==> src/rtl/busca_pkg.sv <==
// busca_pkg: shared types and constants for the instruction-fetch stage
package busca_pkg;
  localparam int LARGURA_PADRAO = 32;
  localparam logic [31:0] RESET_PC_PADRAO = 32'h0000_0000;
  localparam logic [31:0] INCREMENTO_PC = 32'd4;
  typedef enum logic [1:0] {OCIOSO, ESPERA, DESCARTE} estado_t;
  typedef struct packed {
    logic [LARGURA_PADRAO-1:0] endereco;
    logic [LARGURA_PADRAO-1:0] instrucao;
  } entrada_t;
endpackage

==> src/rtl/fila_instrucoes.sv <==
// fila_instrucoes: synchronous FIFO of fetched {pc, instruction} entries with flush
module fila_instrucoes
  import busca_pkg::*;
#(
  parameter int PROFUNDIDADE = 2,
  parameter int AW = $clog2(PROFUNDIDADE)
) (
  input  logic          clock,
  input  logic          reset,
  input  logic          flush,
  input  logic          push,
  input  entrada_t      entrada,
  input  logic          pop,
  output entrada_t      cabeca,
  output logic          vazia,
  output logic [AW:0]   contagem
);
  localparam int CW = AW + 1;
  entrada_t mem_q [PROFUNDIDADE];
  logic [AW-1:0] wr_q, wr_d, rd_q, rd_d;
  logic [CW-1:0] cnt_q, cnt_d;
  logic push_ok, pop_ok, cheia;
  assign vazia    = cnt_q == '0;
  assign cheia    = cnt_q == CW'(PROFUNDIDADE);
  assign pop_ok   = pop & ~vazia;
  assign push_ok  = push & (~cheia | pop_ok);
  assign cabeca   = mem_q[rd_q];
  assign contagem = cnt_q;
  // next pointers and count; flush empties the queue regardless of push/pop
  always_comb begin
    wr_d  = flush ? '0 : wr_q + AW'(push_ok);
    rd_d  = flush ? '0 : rd_q + AW'(pop_ok);
    cnt_d = flush ? '0 : cnt_q + CW'(push_ok) - CW'(pop_ok);
  end
  // pointer/count registers and entry storage
  always_ff @(posedge clock or negedge reset) begin
    if (!reset) begin
      wr_q  <= '0;
      rd_q  <= '0;
      cnt_q <= '0;
      for (int i = 0; i < PROFUNDIDADE; i++) mem_q[i] <= '0;
    end else begin
      wr_q  <= wr_d;
      rd_q  <= rd_d;
      cnt_q <= cnt_d;
      if (push_ok && !flush) mem_q[wr_q] <= entrada;
    end
  end
endmodule

==> src/rtl/busca_instrucao.sv <==
// busca_instrucao: fetch FSM, fetch PC and memory req/ack handshake feeding a small FIFO
module busca_instrucao
  import busca_pkg::*;
#(
  parameter int                 LARGURA      = LARGURA_PADRAO,
  parameter logic [LARGURA-1:0] RESET_PC     = LARGURA'(RESET_PC_PADRAO),
  parameter int                 PROFUNDIDADE = 2
) (
  input  logic               clock,
  input  logic               reset,
  output logic               mem_req,
  output logic [LARGURA-1:0] mem_endereco,
  input  logic               mem_ack,
  input  logic [LARGURA-1:0] mem_dado,
  input  logic               desvio,
  input  logic [LARGURA-1:0] endereco_desvio,
  output logic               instr_valida,
  output logic [LARGURA-1:0] instrucao_saida,
  output logic [LARGURA-1:0] endereco_saida,
  input  logic               instr_pronta
);
  localparam int CW = $clog2(PROFUNDIDADE) + 1;
  estado_t estado_q, estado_d;
  logic [LARGURA-1:0] pc_q, pc_d, endereco_q, endereco_d, alvo, pc_mais;
  logic req_q, req_d, push, pop, vazia, cabe;
  logic [CW-1:0] contagem, ocup_prox;
  entrada_t cabeca;
  assign alvo      = endereco_desvio & ~LARGURA'(3);
  assign pc_mais   = pc_q + LARGURA'(INCREMENTO_PC);
  assign pop       = instr_valida & instr_pronta;
  assign push      = estado_q == ESPERA && mem_ack && !desvio;
  assign ocup_prox = desvio ? '0 : contagem + CW'(push) - CW'(pop);
  assign cabe      = ocup_prox < CW'(PROFUNDIDADE);
  fila_instrucoes #(.PROFUNDIDADE(PROFUNDIDADE)) u_fila (
    .clock    (clock),
    .reset    (reset),
    .flush    (desvio),
    .push     (push),
    .entrada  ({pc_q, mem_dado}),
    .pop      (pop),
    .cabeca   (cabeca),
    .vazia    (vazia),
    .contagem (contagem)
  );
  assign mem_req         = req_q;
  assign mem_endereco    = endereco_q;
  assign instr_valida    = ~vazia;
  assign instrucao_saida = cabeca.instrucao;
  assign endereco_saida  = cabeca.endereco;
  // next state: redirect wins; a response landing in DESCARTE or alongside desvio is dropped
  always_comb begin
    estado_d   = estado_q;
    pc_d       = pc_q;
    endereco_d = endereco_q;
    req_d      = req_q;
    case (estado_q)
      OCIOSO: begin
        if (desvio) begin
          pc_d       = alvo;
          endereco_d = alvo;
          estado_d   = ESPERA;
          req_d      = 1'b1;
        end else if (cabe) begin
          endereco_d = pc_q;
          estado_d   = ESPERA;
          req_d      = 1'b1;
        end
      end
      ESPERA: begin
        if (desvio) begin
          pc_d       = alvo;
          endereco_d = mem_ack ? alvo : endereco_q;
          estado_d   = mem_ack ? ESPERA : DESCARTE;
        end else if (mem_ack) begin
          pc_d       = pc_mais;
          endereco_d = pc_mais;
          estado_d   = cabe ? ESPERA : OCIOSO;
          req_d      = cabe;
        end
      end
      DESCARTE: begin
        pc_d = desvio ? alvo : pc_q;
        if (mem_ack) begin
          endereco_d = pc_d;
          estado_d   = ESPERA;
        end
      end
      default: begin
        estado_d = OCIOSO;
        req_d    = 1'b0;
      end
    endcase
  end
  // FSM, fetch PC and registered memory request
  always_ff @(posedge clock or negedge reset) begin
    if (!reset) begin
      estado_q   <= OCIOSO;
      pc_q       <= RESET_PC;
      endereco_q <= RESET_PC;
      req_q      <= 1'b0;
    end else begin
      estado_q   <= estado_d;
      pc_q       <= pc_d;
      endereco_q <= endereco_d;
      req_q      <= req_d;
    end
  end
endmodule

==> config.mk <==
export PLATFORM = sky130hd
export DESIGN_NAME = busca_instrucao
export DESIGN_NICKNAME = d
export VERILOG_FILES = /design/src/rtl/busca_pkg.sv /design/src/rtl/fila_instrucoes.sv /design/src/rtl/busca_instrucao.sv
export SDC_FILE = /design/constraint.sdc
export NUM_CORES = 1
export LEC_CHECK = 0
export CORE_ASPECT_RATIO = 1.25
export CORE_MARGIN = 1.5
export CORE_UTILIZATION = 30
export CTS_CLUSTER_DIAMETER = 100
export DETAILED_ROUTE_END_ITERATION = 12
export SLEW_MARGIN = 0
export SYNTH_ARGS = -nofsm -noshare
export SYNTH_HDL_FRONTEND = slang
export SYNTH_SLANG_ARGS = --single-unit
==> constraint.sdc <==
create_clock -name clock -period 7 [get_ports clock]
set_input_delay 1.4 -clock clock [delete_from_list [all_inputs] [get_ports clock]]
set_output_delay 1.4 -clock clock [all_outputs]
set_load 0.05 [all_outputs]
Word level (Yosys, flattened, before mapping)
Index checks and enable logic that the tools add are counted.

word-level totals
  register bits after elaboration = 199
  bits of input ports = 69
  output and inout port bits = 98
  logic and storage cells = 86

cells by class
  add/subtract/negate cells = 7
  $lt $le $gt $ge = 4
  eq/ne operators = 8
  mux-type cells = 33
  bitwise gates (word level) = 9
  reductions and logical operators = 14

operator list
  kind                                                      number
  two-way mux 32 bit                                        8
  two-way mux 64 bit                                        4
  bitwise mux 128 bit                                       1
  case mux 32 bit (3 select lines)                          1
  demux 64 bit (select 1 bit)                               1
  case mux 32 bit (2 select lines)                          1
  adder 32 x 3 -> 32 bit, second input constant             1
  two-way mux 2 bit                                         8
  AND reduction 4 bit                                       2
  two-way mux 1 bit                                         7
  inequality test 2 bit, second input constant              3
  inequality test 3 bit, second input constant              2
  case mux 2 bit (3 select lines)                           1
  adder 2 x 1 -> 2 bit                                      2
  equality test 2 bit, second input constant                2
  greater-or-equal comparator 2 bit, second input constant  2
  logical AND 1 bit                                         4
  zero test 2 bit                                           2
  inverter 1 -> 2 bit                                       2
  subtractor 2 x 1 -> 2 bit                                 2
  bitwise AND 1 bit                                         3
  inverter 1 bit                                            3
  case mux 1 bit (3 select lines)                           1
  AND reduction 3 bit                                       1
  10 further kinds                                          11

Logic depth before layout (Yosys ltp)
  depth after elaboration = 11
  mapped depth = 10
  depth with buffers taken out = 8

Hierarchy
A second synthesis with hierarchy kept.

second synthesis, totals
  cell total of the unflattened synthesis = 883
  area, all modules = 10271.1 sq um

modules (own cells, without submodules)
  module           times used  cells an instance  area each (sq um)  seq. area each (sq um)
  fila_instrucoes  1           364                5973.2             3303.2
  busca_instrucao  1           519                4297.9             1676.6

Worst setup path after synthesis
OpenSTA, ideal clock, no wires.

  path type = input to register
  start = input instr_pronta
  end = register endereco_q[2] (netlist: mem_endereco[2])
  setup time = 0.119 ns
  data arrival time = 2.974 ns
  data required time = 6.881 ns
  setup slack = 3.907 ns
  stages = 9
  path buffers = 2
  path through = and2_1 > ha_1 > xor2_1 > a221oi_1 > or2_2 > buf_2 > buf_2 > o2111ai_1 > o21a_1

on the way
  longest elaborated chain between the ends = 6

ends and longest elaborated chain
  what                                    line                    text
  start, declared                         busca_instrucao.sv:20   input logic instr_pronta
  bitwise AND 1 bit                       busca_instrucao.sv:30   assign pop = instr_valida & instr_pronta;
  subtractor 2 x 1 -> 2 bit               busca_instrucao.sv:32   assign ocup_prox = desvio ? '0 : contagem + CW'(push) - CW'(pop);
  two-way mux 2 bit                       busca_instrucao.sv:32
  < comparator 2 bit                      busca_instrucao.sv:33   assign cabe = ocup_prox < CW'(PROFUNDIDADE);
  inequality test 3 bit (no source line)  --
  AND reduction 4 bit (no source line)    --
  end signal, assigned                    busca_instrucao.sv:104  endereco_q <= endereco_d;
  end, declared                           busca_instrucao.sv:24   logic [LARGURA-1:0] pc_q, pc_d, endereco_q, endereco_d, alvo, pc_mais;

No other way between the ends.
A chain may end at the register's enable or synchronous reset.

Worst setup path after layout
  start = register u_fila.rd_q
  end = output endereco_saida[17]

on the way
  longest elaborated chain between the ends = 4

ends and longest elaborated chain
  what                                                   line                   text
  start, declared                                        fila_instrucoes.sv:20  logic [AW-1:0] wr_q, wr_d, rd_q, rd_d;
  start signal, assigned                                 fila_instrucoes.sv:44  rd_q <= rd_d;
  inverter 1 -> 2 bit (implied by the code)              fila_instrucoes.sv:27  assign cabeca = mem_q[rd_q];
  two-way mux 64 bit (implied by the code) (3 in a row)  fila_instrucoes.sv:27
  end, declared                                          busca_instrucao.sv:19  output logic [LARGURA-1:0] endereco_saida,

No other way between the ends. The select of a mux whose other input is x is not followed.

==> metrics <==
outcome=finished, final reports clean; Max IR drop VDD=0.335 mV; clock-pin slew on the worst setup and hold paths=0.08 ns; die outline height=213 um; Pwr Density=519 nW/um^2; Period Utilization, post-route=60.0%; combinational power share=~54%; CP Max Fanout=65; syn avg cell area=around 11 um^2; endpoints failing hold=0; clock latency on the worst-skew pair=0.45 ns; sequential power share=about a third; Critical Path RT=5.60 ns; htree depth=4; initial antenna violation count=3; Synthesized Nets=1016; number of detailed-route iterations in the first pass=5; Setup crit start kind=register; Initial DRC Count=472; Netlist cell types=74; DRC violations left=0; share of cells above drive strength 1=25.5%; TritonCTS Buffers=17; Final Non-Filler Cells=1541; R2R setup slack=3.72 ns; setup ws final=2.80 ns; vias in the first global route=roughly 8200; GR Overflow Total=0; Slew headroom=29.5%; first-pass GRT wire length=46100 um; Cells after DPL=1508; die footprint=36300 um^2; Initial Utilization=30.5%; P_sw=3.13 mW; clk_skew=0.0110 ns; crit path kind=register to output port; GRT Total Usage=16.7%; synthesized cell area=roughly 11000 um^2; Place WS=2.54 ns; post-synthesis async set-or-reset flop share=100%; DIE WIDTH=approximately 170 um; clock network power share=approximately 14%; Synth Flop Type=dfrtp_1; Period minus WS final=4.20 ns; CTS root buffer=clkbuf_16; Post CTS Setup Buffer Count=0; Vias=just under 8000; Post-synth EDFFs=0; CTS Sinks=between 150 and 200; Internal=3.57 mW; DRT antenna net count=0; Fin Setup TNS=0 ns; drt total wl=29100 um; Ys Warns=0; row count=76; maxcap violations=0; register area share after synthesis=between 40% and 50%; max-slew violations=0; largest family of logic cells by synthesized area=multiplexers; Worst Setup End Kind=output port; cts repair resizes=0; CTS tree=done; Compound-Gate Fraction of Synth Area=12.4%; Ports=approximately 170; FMAX=0.238 GHz; final setup vio count=0; Leak=5.24 nW; hold_buf cts=0; largest net degree at the start of global routing=77; I/O Buffers=164; Synth Instances=944; Via density=5.13; dpl hpwl=19400 um; Final GP Congestion=0.815; Worst-Margin Slew=1.06 ns; WP data arrival=2.80 ns; Core Area=between 30000 and 40000 um^2; xor and xnor fraction of the mapped netlist area=0.748%; worst min path class=register to register; FF+latch count, synth=199; CTS Buffer Depth=2; Sw Ratio=46.7%; simple-gate share of the synthesized area=11.1%; Post-Synth Adder-Cell Area=0.356%; Area Growth Syn to Fin=22.4%; Avg WL per Cell=18.9 um; nets@finish=between 1000 and 1500; mux cell area share after synthesis=22.4%; RSZ-0062 raised after global routing=no
[final timing paths]
kind                                       to              from  cells after the start
max reg2reg                  u_fila.mem_q[91]       estado_q[1]                      5
max                        endereco_saida[17]       u_fila.rd_q                      2
min reg2reg                  mem_endereco[17]  mem_endereco[17]                      2
min in group asynchronous    u_fila.mem_q[95]             reset                      1
max in group asynchronous    u_fila.mem_q[70]             reset                      2
min                          mem_endereco[17]  mem_endereco[17]                      2
[flip-flops by register name, summed over array words and instances (netlist names)]
name             cells
estado_q             2
mem_endereco        32
mem_req              1
pc_q                32
u_fila.contagem      2
u_fila.mem_q       128
u_fila.rd_q          1
u_fila.wr_q          1
[power groups by stage]
stage	registers, mW	clock network [mW]	logic, mW
3_3_place_gp	2.16	0	3.59
2_1_floorplan	2.21	0	2.50
3_5_place_dp	2.19	0	3.61
4_1_cts	2.17	0.981	3.63
6_report	2.16	0.939	3.59
5_1_grt	2.25	1.02	3.83
[critical path, stage by stage (launching register included)]
cell             delay [ns]
dfrtp_4                1.12
mux2_2                 0.32
clkdlybuf4s50_1        0.89
[cell families after synthesis]
kind of cell | after synthesis
AO/OA/AOI/OAI | 199
buffers and inverters | 98
multiplexers | 211
flip-flops | 199
adder cells (fa/ha/maj) | 3
AND/OR/NAND/NOR | 225
XOR/XNOR | 9
[cell usage after synthesis (all sizes together) (6+ instances only)]
| cell | count | share of area (%) |
|---|---|---|
| a311oi | 9 | 0.75 |
| a21o | 7 | 0.50 |
| a31oi | 10 | 0.59 |
| nand2b | 8 | 0.47 |
| mux2 | 198 | 21 |
| nor4 | 8 | 0.94 |
| nand3 | 20 | 1.1 |
| a211oi | 6 | 0.47 |
| a221oi | 9 | 0.75 |
| dfrtp | 199 | 47 |
| clkbuf | 34 | 1.8 |
| a21oi | 55 | 2.6 |
| nand2 | 81 | 2.9 |
| nor2 | 35 | 1.2 |
| o31ai | 9 | 0.64 |
| nor3 | 18 | 0.85 |
| inv | 19 | 0.68 |
| mux2i | 13 | 1.2 |
| buf | 43 | 2.6 |
| nand4 | 12 | 0.77 |
| o21ai | 48 | 2.3 |
| and3 | 12 | 0.72 |
[metrics by stage]
step	utilization, %	total power, mW	hold WS (ns)	cell area [um^2]
floorplan	-	4.72	0.474	10500
CTS	37.4	6.78	0.489	12900
finish	37.4	6.70	0.483	12900
global placement	35.8	5.76	0.464	12300
detailed placement	35.8	5.80	0.472	12300
global route	37.4	7.10	0.508	12900
[layout make-up]
type / count / area [um^2]
fill: 3390 / 21600
sequential: 199 / 4980
multi-input combinational: 647 / 4980
timing repair buffer: 175 / 1720
tap: 468 / 586
clock buffer: 21 / 460
clock inverter: 11 / 92.6
inverter: 19 / 71.3
antenna: 1 / 2.50
[cells in the final DEF, fill, tap and decap left out, drive strengths merged, types with 13 or more instances in the layout]
| cell type | netlist | final |
|---|---|---|
| a21oi | 55 | 55 |
| clkdlybuf4s50 | 0 | 162 |
| inv | 19 | 22 |
| nor3 | 18 | 18 |
| mux2i | 13 | 13 |
| o21ai | 48 | 48 |
| nand2 | 81 | 81 |
| clkbuf | 34 | 22 |
| dfrtp | 199 | 199 |
| nor2 | 35 | 35 |
| nand3 | 20 | 20 |
| mux2 | 198 | 198 |
[metal layers]
metal	share of wire, %	vias up	GRT usage [%]	wire length [um]
li1	-	3690	-	-
met1	40	3915	19.3	11700
met2	50	249	28.5	14500
met3	7.3	52	4.71	2120
met4	2.6	4	7.38	748
met5	0.072	-	0	21
Note: power is estimated with default switching activity, not from simulation.
